$ cat src/rtl/coef_ram_loader.sv
// Coefficient RAM writer: parses framed load packets from a byte stream and
// writes each payload byte into the 128x8 coefficient RAM.
//
// state | meaning
// IDLE  | waiting for HEADER, other bytes ignored
// ADDR  | expecting start address (bit7 must be 0)
// LEN   | expecting payload length (1..128)
// DATA  | writing payload bytes, address wraps 127->0
// CSUM  | expecting checksum byte, frame accepted if the running sum closes to 0
module coef_ram_loader #(
  parameter logic [7:0] HEADER  = 8'hA5,
  parameter int         TIMEOUT = 2000000,
  parameter int         TO_BITS = 24
) (
  input  logic       clock,
  input  logic       reset,
  input  logic [7:0] rx_data,
  input  logic       rx_valid,
  output logic [6:0] RAM_coefs_wraddr,
  output logic [7:0] RAM_coefs_datain,
  output logic       RAM_coefs_we,
  output logic       busy,
  output logic       frame_done,
  output logic       frame_err,
  output logic [1:0] err_code,
  output logic [7:0] frame_count
);

  localparam logic [TO_BITS-1:0] TO_LAST = TO_BITS'(TIMEOUT - 1);

  typedef enum logic [2:0] {IDLE, ADDR, LEN, DATA, CSUM} state_t;

  state_t             state, state_n;
  logic [6:0]         addr, addr_n;
  logic [7:0]         remaining, remaining_n;
  logic [7:0]         sum, sum_n;
  logic [TO_BITS-1:0] to_cnt, to_cnt_n;
  logic [6:0]         wraddr_n;
  logic [7:0]         datain_n;
  logic               we_n, done_n, err_n;
  logic [1:0]         code_n;
  logic [7:0]         count_n;
  logic [7:0]         sum_plus;
  logic               expired;

  assign sum_plus = sum + rx_data;
  // an arriving byte always beats a simultaneous expiry
  assign expired  = (state != IDLE) && !rx_valid && (to_cnt == TO_LAST);
  assign busy     = (state != IDLE);

  always_ff @(posedge clock or negedge reset) begin
    if (!reset) begin
      state            <= IDLE;
      addr             <= '0;
      remaining        <= '0;
      sum              <= '0;
      to_cnt           <= '0;
      RAM_coefs_wraddr <= '0;
      RAM_coefs_datain <= '0;
      RAM_coefs_we     <= 1'b0;
      frame_done       <= 1'b0;
      frame_err        <= 1'b0;
      err_code         <= 2'd0;
      frame_count      <= '0;
    end else begin
      state            <= state_n;
      addr             <= addr_n;
      remaining        <= remaining_n;
      sum              <= sum_n;
      to_cnt           <= to_cnt_n;
      RAM_coefs_wraddr <= wraddr_n;
      RAM_coefs_datain <= datain_n;
      RAM_coefs_we     <= we_n;
      frame_done       <= done_n;
      frame_err        <= err_n;
      err_code         <= code_n;
      frame_count      <= count_n;
    end
  end

  always_comb begin
    state_n     = state;
    addr_n      = addr;
    remaining_n = remaining;
    sum_n       = sum;
    wraddr_n    = RAM_coefs_wraddr;
    datain_n    = RAM_coefs_datain;
    we_n        = 1'b0;
    done_n      = 1'b0;
    err_n       = 1'b0;
    code_n      = err_code;
    count_n     = frame_count;

    if (rx_valid) begin
      unique case (state)
        IDLE: if (rx_data == HEADER) state_n = ADDR;
        ADDR: begin
          if (rx_data[7]) begin
            err_n   = 1'b1;
            code_n  = 2'd1;
            state_n = IDLE;
          end else begin
            addr_n  = rx_data[6:0];
            sum_n   = rx_data;
            state_n = LEN;
          end
        end
        LEN: begin
          if (rx_data == 8'd0 || rx_data > 8'd128) begin
            err_n   = 1'b1;
            code_n  = 2'd1;
            state_n = IDLE;
          end else begin
            remaining_n = rx_data;
            sum_n       = sum_plus;
            state_n     = DATA;
          end
        end
        DATA: begin
          we_n        = 1'b1;
          wraddr_n    = addr;
          datain_n    = rx_data;
          addr_n      = addr + 7'd1;
          remaining_n = remaining - 8'd1;
          sum_n       = sum_plus;
          if (remaining == 8'd1) state_n = CSUM;
        end
        CSUM: begin
          if (sum_plus == 8'd0) begin
            done_n  = 1'b1;
            code_n  = 2'd0;
            count_n = frame_count + 8'd1;
          end else begin
            err_n  = 1'b1;
            code_n = 2'd3;
          end
          state_n = IDLE;
        end
        default: state_n = IDLE;
      endcase
    end else if (expired) begin
      err_n   = 1'b1;
      code_n  = 2'd2;
      state_n = IDLE;
    end

    if (state_n == IDLE || rx_valid) to_cnt_n = '0;
    else                             to_cnt_n = to_cnt + TO_BITS'(1);
  end

endmodule

$ cat config.mk
export PLATFORM = sky130hd
export DESIGN_NAME = coef_ram_loader
export DESIGN_NICKNAME = d
export VERILOG_FILES = /design/src/rtl/coef_ram_loader.sv
export SDC_FILE = /design/constraint.sdc
export NUM_CORES = 1
export LEC_CHECK = 0
export CAP_MARGIN = 20
export CORE_ASPECT_RATIO = 0.75
export CORE_UTILIZATION = 58
export CTS_CLUSTER_DIAMETER = 100
export DETAILED_ROUTE_END_ITERATION = 16
export GPL_ROUTABILITY_DRIVEN = 0
export PLACE_DENSITY = 0.82
export SYNTH_ARGS = -nofsm -noshare
export SYNTH_HDL_FRONTEND = slang
export SYNTH_SLANG_ARGS = --single-unit
export TNS_END_PERCENT = 50
$ cat constraint.sdc
create_clock -name clock -period 3.4 [get_ports clock]
set_input_delay 0.51 -clock clock [delete_from_list [all_inputs] [get_ports clock]]
set_output_delay 0.51 -clock clock [all_outputs]
set_load 0.02 [all_outputs]
==> reports/summary.txt <==
status: finished clean
Worst setup EP type: register
Period Utilization, post-route: 0.879
Reg area: 0.00195 mm²
Hold WC Path Type: in -> async
# rows: 26
Clock power frac: 0.179
Yosys reg bits: 78
Total Wirelength: 9000 µm
Power Density: 678 mW/mm²
Gate Count Post-Synth: 428
ys flop type: dfrtp_1
CP arrival: 3.26 ns
Max Cap Viol: 0
vias in the first global route: 3384
Syn Area/Cell: 9.90 µm²
clk_lat worst skew: 0.34 ns
Die ar.: 0.00765 mm²
area occupied by multi-input gates: 0.00218 mm²
initial core utilization: 0.611
Finish-stage setup viols: 0
switch share: 0.389
share of flip-flops with an asynchronous set or reset: 1.00
fmax: 335 MHz
first-pass GRT wire length: 16000 µm
Simple-Gate Fraction of Synth Area: 0.212
Vert. Die Dim: 76.0 µm
CP max FO: 6
R2R Path Start: sum[0]
drt initial violations: 318
Seq/Total Area, Yosys: 0.461
Slew @ Worst Pin: 0.781 ns
Cell variety after synth: 55
root buffer cell: clkbuf_8
CTS tree: yes
complex-gate fraction of the synthesized area: 0.113
Crit path max-delay family: simple AND/OR/NAND/NOR gates
Ys Warns: 0
drt first pass iters: 4
Slew headroom: 0.478
fraction of layout cells with a size suffix above 1: 0.133
Remaining DRCs: 0
multiplexer area fraction after synthesis: 0.0774
crit path kind: in -> reg
xor and xnor area share after synthesis: 0.0724
DRT antenna net count: 0
io pins: 40
critical path launch point: rx_data[0]
via count: 3353
ANT cells: 0
CP Data Required Time: 3.67 ns
Gate power share: 0.415
PostCTS Resize Cnt: 0
initial antenna violation count: 0
Die X-Extent: 101 µm
H-tree depth: 3
leakage: 2.15 nW
port bufs: 39
Startpoint Class: input port
via/cell ratio: 5.80
Worst VDD drop: 0.556 mV
Setup Skew: 0.0110 ns
net load switching power: 0.00131 W
Critical path buffers and inverters: 2
setup TNS: 0 ns
largest net degree at the start of global routing: 79
Synth Cell Area: 0.00424 mm²
sequential power share: 0.405
GRT overflow: 0
Post-synth EDFFs: 0
Post-DP Area: 0.00477 mm²
wire per inst: 15.6 µm
DPL Wire Length: 6210 µm
Design Area, Final: 0.00496 mm²
All-Layer GR Usage: 0.263
syn nets: 452
Final Slew Violations: 0
RSZ-0062 raised after global routing: no
core box area: 0.00693 mm²
fillcell total: 564
clock-pin slew of the registers on the worst-case setup and hold paths: 0.08 ns
CTS Sinks: 78
adder-cell share of the synthesized area: 0.0402
final hold vios: 0
area grow syn2layout: 17.0%
clock buffer depth: 2
crit-path cells: clkdlybuf4s50_1 > ha_1 > inv_1 > fa_1 > nand2b_1 > a21o_1 > a311oi_1 > nand2_1 > nor4_1 > xor2_1
CTS hold repair buffers: 0
CP max stage delay: 0.49 ns
fin crit period: 2.99 ns
reg2reg path depth: 9
CP max-delay cell: clkdlybuf4s50_1
nets@finish: 499
CTS buffer count: 9
Post-CTS Setup Repair Bufs: 0
Worst path depth: 10
Pint: 0.00205 W
main combinational cell family by area after synthesis: simple AND/OR/NAND/NOR gates
cell type report:
cell class / count / area share
inverters: 10 / 0.00757
flip-flops and latches: 78 / 0.394
clock inverters: 6 / 0.00732
clock buffers: 10 / 0.0257
multi-input cells: 325 / 0.440
repair buffers: 51 / 0.100
well taps: 98 / 0.0247
power by group through the flow:
stage                     clock network [W]  registers (W)  logic [W]
after floorplan                           0        0.00141   0.000875
after global placement                    0        0.00136    0.00132
after detailed placement                  0        0.00138    0.00137
after CTS                          0.000617        0.00136    0.00138
after global routing               0.000656        0.00140    0.00153
final                              0.000603        0.00136    0.00140
per-layer routing:
metal | routed length, µm | global-route usage
met5 | 0 | 0
met4 | 99 | 0.0884
met3 | 413 | 0.0495
met2 | 4170 | 0.402
met1 | 4320 | 0.379
flip-flops by register name, indices dropped and copies added, names as in the netlist:
| register | cells |
|---|---|
| err_code | 2 |
| RAM_coefs_datain | 8 |
| sum | 8 |
| frame_count | 8 |
| RAM_coefs_we | 1 |
| remaining | 8 |
| state | 3 |
| frame_done | 1 |
| RAM_coefs_wraddr | 7 |
| frame_err | 1 |
| to_cnt | 24 |
| addr | 7 |
cell usage after synthesis (2+ instances only):
cell,instances,share of area
dfrtp_1,78,0.46
nor2_1,59,0.052
nand2_1,28,0.025
o21ai_0,28,0.033
xor2_1,26,0.054
nand3_1,19,0.022
mux2_2,18,0.048
a21oi_1,14,0.017
ha_1,12,0.035
inv_1,10,0.0089
clkbuf_1,9,0.0080
nand4_1,9,0.013
xnor2_1,9,0.019
nand2b_1,8,0.012
a31oi_1,7,0.010
and3_1,7,0.010
mux2_4,7,0.025
nor3_1,7,0.0083
nor4_1,7,0.010
buf_2,5,0.0059
nor2b_1,5,0.0074
o22a_1,4,0.0083
or3_1,4,0.0059
a22oi_1,3,0.0053
and4_1,3,0.0062
o211ai_1,3,0.0053
or4_1,3,0.0053
a311oi_1,2,0.0041
a41oi_1,2,0.0041
and2_1,2,0.0030
mux2i_1,2,0.0047
nor3b_1,2,0.0035
nor4b_1,2,0.0041
o22ai_1,2,0.0030
or2_2,2,0.0030
kinds of logic after synthesis:
group / after synthesis
simple gates: 175
buf+inv: 25
mux: 27
flops: 78
compound gates: 75
xor+xnor: 35
fa+ha+maj: 13
path summary, 6_finish.rpt:
| kind | endpoint | slack [ns] |
|---|---|---|
| min in group clock | frame_count[7] | 0.48 |
| max reg2reg | frame_count[7] | 0.73 |
| min reg2reg | frame_count[7] | 0.48 |
| max in group asynchronous | sum[3] | 2.75 |
| min | RAM_coefs_wraddr[1] | 0.07 |
| max | frame_count[7] | 0.41 |
stage by stage:
stage | std cells | total power, W | utilization | worst slack, ns | hold WS (ns)
3_3_place_gp | 561 | 0.00268 | 0.688 | 0.172 | 0.462
4_1_cts | 577 | 0.00336 | 0.711 | 0.424 | 0.351
2_1_floorplan | 428 | 0.00229 | - | 0.712 | 0.214
5_1_grt | 578 | 0.00358 | 0.715 | 0.223 | 0.0859
3_5_place_dp | 561 | 0.00274 | 0.688 | 0.0720 | 0.466
6_report | 578 | 0.00336 | 0.715 | 0.412 | 0.0732
worst reg2reg max path: stages (launching register included):
cell,delay (ns)
dfrtp_1,0.36
ha_1,0.18
inv_1,0.06
fa_1,0.39
nand2b_1,0.20
a21o_1,0.17
a311oi_1,0.39
nand2_1,0.26
nor4_1,0.41
xor2_1,0.19
placed cells by master (no fill, tap or decap), types with 10 or more instances in the layout:
cell type        instances
a21oi_1                 14
buf_4                   12
clkdlybuf4s50_1         38
dfrtp_1                 78
ha_1                    12
inv_1                   10
mux2_2                  18
nand2_1                 28
nand3_1                 19
nor2_1                  59
o21ai_0                 28
xor2_1                  26
No activity file was read; power rests on OpenSTA's default activity.
